File: src/rtl/dmem_arb_pkg.sv
`default_nettype none
// ============================================================================
// dmem_arb_pkg : shared constants for the two-port data-memory arbiter
// Revision     : 1.0
// ============================================================================
package dmem_arb_pkg;

    localparam int unsigned MEM_WORDS_DEF = 8;

    localparam logic [1:0] ST_IDLE   = 2'd0;
    localparam logic [1:0] ST_ACCESS = 2'd1;
    localparam logic [1:0] ST_RESP   = 2'd2;

    localparam logic PORT0 = 1'b0;
    localparam logic PORT1 = 1'b1;

    // Misaligned or past the last word of the attached memory.
    function automatic logic addr_bad(input logic [31:0] addr, input int unsigned words);
        return (addr[1:0] != 2'b00) || ({2'b00, addr[31:2]} >= words);
    endfunction

endpackage
`default_nettype wire

File: src/rtl/dmem_rr_pick.sv
`default_nettype none
// ============================================================================
// dmem_rr_pick : two-requester round-robin winner selection (combinational)
// Revision     : 1.0
// ============================================================================
module dmem_rr_pick
    import dmem_arb_pkg::*;
(
    input  logic req0_i,
    input  logic req1_i,
    input  logic last_i,
    output logic valid_o,
    output logic winner_o
);

    assign valid_o  = req0_i | req1_i;
    // On a tie the port that did not win last time goes first.
    assign winner_o = (req0_i & req1_i) ? ~last_i : (req1_i ? PORT1 : PORT0);

endmodule
`default_nettype wire

File: src/rtl/dmem_arbiter.sv
`default_nettype none
// ============================================================================
// dmem_arbiter : two-port round-robin arbiter in front of a word data memory
// Revision     : 1.0
// ============================================================================
module dmem_arbiter
    import dmem_arb_pkg::*;
#(
    parameter int unsigned MEM_WORDS = MEM_WORDS_DEF
) (
    input  logic        clk_i,
    input  logic        rst_i,
    input  logic        req0_i,
    input  logic        req1_i,
    input  logic        we0_i,
    input  logic        we1_i,
    input  logic [31:0] addr0_i,
    input  logic [31:0] addr1_i,
    input  logic [31:0] wdata0_i,
    input  logic [31:0] wdata1_i,
    output logic        ack0_o,
    output logic        ack1_o,
    output logic [31:0] rdata_o,
    output logic        err_o,
    output logic        busy_o,
    output logic [31:0] mem_addr_o,
    output logic [31:0] mem_wdata_o,
    output logic        mem_re_o,
    output logic        mem_we_o,
    input  logic [31:0] mem_rdata_i
);

    logic [1:0]  state_q, state_d;
    logic        last_q;
    logic        id_q;
    logic        we_q;
    logic        bad_q;
    logic [31:0] addr_q;
    logic [31:0] wdata_q;
    logic [31:0] rdata_q;
    logic        err_q;

    logic        pick_valid;
    logic        pick_winner;
    logic        sel_we;
    logic [31:0] sel_addr;
    logic [31:0] sel_wdata;
    logic        grant;
    logic        in_access;

    dmem_rr_pick u_pick (
        .req0_i   (req0_i),
        .req1_i   (req1_i),
        .last_i   (last_q),
        .valid_o  (pick_valid),
        .winner_o (pick_winner)
    );

    assign sel_we    = (pick_winner == PORT1) ? we1_i    : we0_i;
    assign sel_addr  = (pick_winner == PORT1) ? addr1_i  : addr0_i;
    assign sel_wdata = (pick_winner == PORT1) ? wdata1_i : wdata0_i;
    assign grant     = (state_q == ST_IDLE) && pick_valid;

    always_comb begin
        state_d = state_q;
        case (state_q)
            ST_IDLE:   if (pick_valid) state_d = ST_ACCESS;
            ST_ACCESS: state_d = ST_RESP;
            ST_RESP:   state_d = ST_IDLE;
            default:   state_d = ST_IDLE;
        endcase
    end

    always_ff @(posedge clk_i or negedge rst_i) begin
        if (!rst_i) begin
            state_q <= ST_IDLE;
            last_q  <= PORT1;
            id_q    <= PORT0;
            we_q    <= 1'b0;
            bad_q   <= 1'b0;
            addr_q  <= '0;
            wdata_q <= '0;
            rdata_q <= '0;
            err_q   <= 1'b0;
        end else begin
            state_q <= state_d;
            if (grant) begin
                id_q    <= pick_winner;
                last_q  <= pick_winner;
                we_q    <= sel_we;
                addr_q  <= sel_addr;
                wdata_q <= sel_wdata;
                bad_q   <= addr_bad(sel_addr, MEM_WORDS);
            end
            // Result captured as ACCESS ends; stores and bad accesses return zero.
            if (state_q == ST_ACCESS) begin
                rdata_q <= (we_q || bad_q) ? '0 : mem_rdata_i;
                err_q   <= bad_q;
            end
        end
    end

    assign in_access   = (state_q == ST_ACCESS);
    assign mem_re_o    = in_access && !we_q && !bad_q;
    assign mem_we_o    = in_access &&  we_q && !bad_q;
    assign mem_addr_o  = addr_q;
    assign mem_wdata_o = wdata_q;

    assign ack0_o  = (state_q == ST_RESP) && (id_q == PORT0);
    assign ack1_o  = (state_q == ST_RESP) && (id_q == PORT1);
    assign rdata_o = rdata_q;
    assign err_o   = err_q;
    assign busy_o  = (state_q != ST_IDLE);

endmodule
`default_nettype wire

File: config.mk
export PLATFORM = sky130hd
export DESIGN_NAME = dmem_arbiter
export DESIGN_NICKNAME = d
export VERILOG_FILES = /design/src/rtl/dmem_arb_pkg.sv /design/src/rtl/dmem_rr_pick.sv /design/src/rtl/dmem_arbiter.sv
export SDC_FILE = /design/constraint.sdc
export NUM_CORES = 1
export LEC_CHECK = 0
export CAP_MARGIN = 40
export CORE_ASPECT_RATIO = 1.2
export CORE_MARGIN = 10
export CORE_UTILIZATION = 38
export CTS_CLUSTER_DIAMETER = 150
export DETAILED_ROUTE_END_ITERATION = 6
export PLACE_DENSITY = 0.83
export SETUP_SLACK_MARGIN = 0.3
export SKIP_LAST_GASP = 1
export SYNTH_ARGS = -nofsm -noshare
export SYNTH_HDL_FRONTEND = slang
export SYNTH_SLANG_ARGS = --single-unit
File: constraint.sdc
create_clock -name clk_i -period 1.7 [get_ports clk_i]
set_input_delay 0.425 -clock clk_i [delete_from_list [all_inputs] [get_ports clk_i]]
set_output_delay 0.425 -clock clk_i [all_outputs]
set_load 0.005 [all_outputs]
==> results.toml, run 1 <==
[clocking]
cts_tree = "built"
clk_pin_slew_ps = 70
cts_buffer_depth = 2
cts_buffers = 9
hold_buffers = 0
clock_latency_ps = 340
numClockSinks = 103
ctsHtreeMaxLevel = 3
root_buffer = "clkbuf_16"

[place]
place_ws_ps = -552
detailed_place.area_um2 = 7550
gp_congestion = 0.822
post-dp-hpwl_um = 13800
portBuffers = 267

[drt]
ant_nets = 0
via_per_inst = 5.30
avgRoutedWirePerCell_um = 23.0
vias = 4711
routed_wl_um = 20400
dr.pass1.iters = 4
first_iter_violations = 239
drc = 0

[grt]
grt-busiest-layer = "met2"
use_met3 = 0.0807
met1_usage = 0.234
use_met2 = 0.387
grt_pass1_wl_um = 28400
grt_usage = 0.219
grt_pass1_vias = 4997
overflow = 0
grt_max_degree = 40
antenna_found_initial = 0

[yosys]
yosysUniqueCellTypes = 26
ys_warn_count = 0
netlist_area_um2 = 4470
syn_nets = 562
ys_dominant_reg_cell = "dfrtp_1"
synthCells = 396
ys_ff_latch = 103
syn_area_per_cell_um2 = 11.3
yosysSeqAreaShare = 0.577
synth_edf_count = 0
postSynth.asyncResetShare = 1.00

[final_layout]
syn_to_final_growth_pct = 94.5
utilization = 0.755
fillers = 744
drive_gt1_frac = 0.343
final_nets = 893
diodes = 0
final_cell_area_um2 = 8690

[floorplan]
die_h_um = 139
dieArea_um2 = 16500
io-pin-count = 268
fp.dieW_um = 119
core_um2 = 11500
row_count = 43
initial_utilization = 0.388

[setup_path]
start_kind = "register"
end_kind = "output pin"
r2r_start = "state_q[0]$_DFFE_PN0P_"
r2r_cells = 8
r2r_slack_ps = 40
path_max_fanout = 4
crit_arrival_ps = 1290
reg2reg_to = "mem_addr_o[27]$_DFFE_PN0P_"
criticalPathCategory = "register to output pin"
cp.required_ps = 1270

[flow_run]
maxCapViolCount = 0

[sta]
hold_violations = 0
skew_ps = 6.52
finalMaxSlewViolations = 0
hold_slack_ps = 25.2
setup_violations = 1
tightest_slew_ps = 463
slew_headroom = 0.692
fin_ws_ps = -13.3
rsz0062_at_grt = "true"
finalCritPeriodShare = 1.01
fmax_ghz = 0.584
fin_crit_ps = 1710

[pwr]
cellLeakagePower_uw = 0.00381
power_uw = 12400
ir_drop_v = 0.000792
p_per_area_nw_per_um2 = 1430

[status]
status = "finished, violations left"
violations = "negative setup slack"

[hold_path]
hold_class = "input port to async pin"
cells in the mapped netlist, types with 2 or more instances:
library cell  count  area (um2)
a22o_1           32         280
nor2_1           68         255
dfrtp_1         102        2550
nor3b_1           2        15.0
or4_1             4        30.0
buf_4             2        15.0
nor4_1           10        62.6
mux2_2            3        33.8
nand4_1           3        18.8
a21oi_1          65         325
buf_2            22         110
clkbuf_1          5        18.8
mux2i_1          65         651
metal layers:
| layer | wire length (um) | vias up |
|---|---|---|
| li1 | - | 2082 |
| met1 | 7540 | 2343 |
| met2 | 10700 | 250 |
| met3 | 1660 | 36 |
| met4 | 527 | 0 |
| met5 | 0 | - |
metrics by stage:
| stage | setup TNS [ps] | std cells |
|---|---|---|
| final | -13.3 | 889 |
| after CTS | 0 | 863 |
| after global placement | -23120 | 820 |
| after floorplan | 0 | 396 |
| after detailed placement | -25480 | 820 |
| after global routing | -190 | 889 |
power by group:
group | internal, uW | switching [uW]
clock | 1330 | 887
sequential | 3270 | 544
combinational | 3420 | 2950
area by class of cell:
class / instances / area (um2) / share of cell area
Inverter: 1 / 3.75 / 0.000432
Clock buffer: 11 / 243 / 0.0279
Tap cell: 157 / 196 / 0.0226
Timing Repair Buffer: 349 / 3370 / 0.387
Multi-Input combinational cell: 263 / 2230 / 0.256
Clock inverter: 5 / 81.3 / 0.00935
Sequential cell: 103 / 2580 / 0.297
cells by family after synthesis:
| group | after synthesis | synth area share |
|---|---|---|
| AOI/OAI and AO/OA | 101 | 0.141 |
| buffers and inverters | 30 | 0.0330 |
| muxes | 68 | 0.153 |
| and+or+nand+nor | 94 | 0.0957 |
| DFF | 103 | 0.577 |
worst max-delay path: stages (launching register included):
cell and delay (ps):
dfrtp_1 390, buf_6 140, nand2b_4 70, nor3b_2 190, buf_2 160
state kept, by name (all words and copies together) (netlist names):
signal,count
mem_wdata_o,32
state_q,2
id_q,1
bad_q,1
err_o,1
mem_addr_o,32
last_q,1
rdata_o,32
we_q,1
placed cells by master (no fill, tap or decap), types with 2 or more instances in the layout:
cell	synthesis	routed
a21oi_1	65	31
dfrtp_1	102	102
mux2_2	3	3
clkbuf_16	0	15
a22o_1	32	32
mux2i_4	0	8
nor2_1	68	57
mux2i_2	0	9
nor2_4	0	11
clkbuf_2	0	59
clkdlybuf4s15_1	0	34
mux2i_1	65	48
or4_1	4	3
nand4_1	3	3
dlygate4sd2_1	0	11
nor4_1	10	6
clkdlybuf4s50_1	0	147
buf_12	0	9
a21oi_2	0	29
a21oi_4	0	5
buf_6	0	12
buf_2	22	11
bufinv_16	0	2
buf_16	0	8
nor4_2	0	3
buf_4	2	47
buf_8	0	3
how the worst max path moves through the flow:
stage | startpoint | end | slack, ps | cells after the start
after global routing | state_q[0]$_DFFE_PN0P_ | mem_we_o | -80 | 4
after detailed placement | addr1_i[27] | bad_q$_DFFE_PN0P_ | -550 | 7
after floorplan | addr1_i[9] | bad_q$_DFFE_PN0P_ | 40 | 4
after global placement | addr1_i[27] | bad_q$_DFFE_PN0P_ | -520 | 7
after CTS | state_q[0]$_DFFE_PN0P_ | ack0_o | 30 | 3
final | state_q[0]$_DFFE_PN0P_ | mem_we_o | -10 | 4
repair_timing:
| item | CTS | global route |
|---|---|---|
| pin swaps | 12 | 11 |
| endpoints found under the setup margin | 171 | 171 |
| gates cloned | 6 | 7 |
| resized for setup | 261 | 173 |
| setup buffers | 21 | 19 |
No activity file was read; power rests on OpenSTA's default activity.
==> run 2, diff against run 1 <==
GPL_ROUTABILITY_DRIVEN = 1   (was default)
HOLD_SLACK_MARGIN = 0.08   (was default)
==> results.toml, run 2 (synthesis gave the netlist of run 1 again) <==
[grt]
grt_pass1_vias = 5011
grt_usage = 0.221
grt_pass1_wl_um = 28600
overflow = 0
grt_max_degree = 40
antenna_found_initial = 0

[drt]
top_layer_used = "met4"
ant_nets = 0
routed_wl_um = 20800
avgRoutedWirePerCell_um = 23.3
vias = 4737
dr.pass1.iters = 4
wl_met2_um = 10900
drc = 0
via_per_inst = 5.31
dr_wl_met3_um = 1740
wl_met1_um = 7400
first_iter_violations = 307

[sta]
rsz0062_at_grt = "true"
hold_violations = 0
tightest_slew_ps = 454
finalCritPeriodShare = 1.01
skew_ps = 15.4
fin_crit_ps = 1720
hold_slack_ps = 477
fmax_ghz = 0.581
slew_headroom = 0.697
finalMaxSlewViolations = 0
setup_violations = 1
fin_ws_ps = -21.4

[setup_path]
r2r_cells = 8
r2r_slack_ps = 50
criticalPathCategory = "register to output pin"
end_kind = "output pin"
cp.required_ps = 1270
r2r_start = "state_q[0]$_DFFE_PN0P_"
reg2reg_to = "mem_addr_o[27]$_DFFE_PN0P_"
start_kind = "register"
crit_arrival_ps = 1300
path_max_fanout = 4

[place]
portBuffers = 267
detailed_place.area_um2 = 7550
place_ws_ps = -552
post-dp-hpwl_um = 13800
dp.cells = 820
gp_congestion = 0.822

[floorplan]
die_h_um = 139
dieArea_um2 = 16500
fp.dieW_um = 119
initial_utilization = 0.388
core_um2 = 11500
io-pin-count = 268
row_count = 43

[hold_path]
holdPathStages = 3
worstHoldEndpoint = "mem_addr_o[18]$_DFFE_PN0P_"
hold_class = "input port to register"
min_from = "addr0_i[18]"

[clocking]
clk_pin_slew_ps = 70
numClockSinks = 103
clock_latency_ps = 350
ctsHtreeMaxLevel = 3
cts_buffers = 9
cts_tree = "built"
root_buffer = "clkbuf_16"
cts_buffer_depth = 2

[pwr]
power_uw = 12400
p_per_area_nw_per_um2 = 1430
cellLeakagePower_uw = 0.00383
ir_drop_v = 0.000787

[final_layout]
layout_common_cells = "147 x clkdlybuf4s50_1, 102 x dfrtp_1, 62 x clkbuf_2"
stdcell_count = 892
final_nets = 896
drive_gt1_frac = 0.350
syn_to_final_growth_pct = 95.0
diodes = 0
final_cell_area_um2 = 8720
final_common_cell = "clkdlybuf4s50_1"

[status]
status = "finished, violations left"
violations = "negative setup slack"

[flow_run]
maxCapViolCount = 0
## run 2: cell types whose count changed in the layout (fill, tap and decap cells not counted), sizes merged
| cell | previous run | this run |
|---|---|---|
| clkbuf | 76 | 79 |
| dlygate4sd3 | 0 | 1 |
| buf | 90 | 92 |
| clkdlybuf4s15 | 35 | 32 |
## run 2: worst max path at each step
stage	start	to	slack, ps	cells after the start
6_report	state_q[0]$_DFFE_PN0P_	mem_we_o	-20	4
5_1_grt	state_q[0]$_DFFE_PN0P_	mem_we_o	-80	4
4_1_cts	state_q[0]$_DFFE_PN0P_	ack0_o	30	3
3_5_place_dp	addr1_i[27]	bad_q$_DFFE_PN0P_	-550	7
3_3_place_gp	addr1_i[27]	bad_q$_DFFE_PN0P_	-520	7
2_1_floorplan	addr1_i[9]	bad_q$_DFFE_PN0P_	40	4
## run 2: stage by stage
step | util | setup TNS (ps)
after floorplan | - | 0
after global placement | 0.655 | -23120
after detailed placement | 0.655 | -25480
after CTS | 0.716 | 0
after global routing | 0.757 | -210
final | 0.757 | -21.4
## run 2: repair_timing
action / CTS / global route
buffers inserted: 21 / 21
gates cloned: 6 / 7
endpoints found under the hold margin: 28 / 0
resized for setup: 261 / 178
pin swaps: 12 / 11
hold buffers: 1 / 0
endpoints found under the setup margin: 171 / 173
## run 2: per-layer routing
metal  track usage  vias up
met3        0.0815       46
met1         0.235     2345
li1              -     2098
met4        0.0811        0
met5             0        -
met2         0.388      248
## run 2: power breakdown
| part | internal (uW) | switching, uW |
|---|---|---|
| combinational | 3420 | 2960 |
| sequential | 3270 | 545 |
| clock | 1330 | 908 |
## run 2: layout make-up
class | instances | area (um2)
fill | 741 | 2800
clock inverter | 5 | 81.3
sequential | 103 | 2580
inverter | 1 | 3.75
multi-input combinational | 263 | 2240
timing repair buffer | 352 | 3380
tap | 157 | 196
clock buffer | 11 | 243
## run 2: critical path, cell delays in order, from the launching register on
cell	delay (ps)
dfrtp_1	400
buf_6	140
nand2b_4	80
nor3b_2	190
buf_2	160
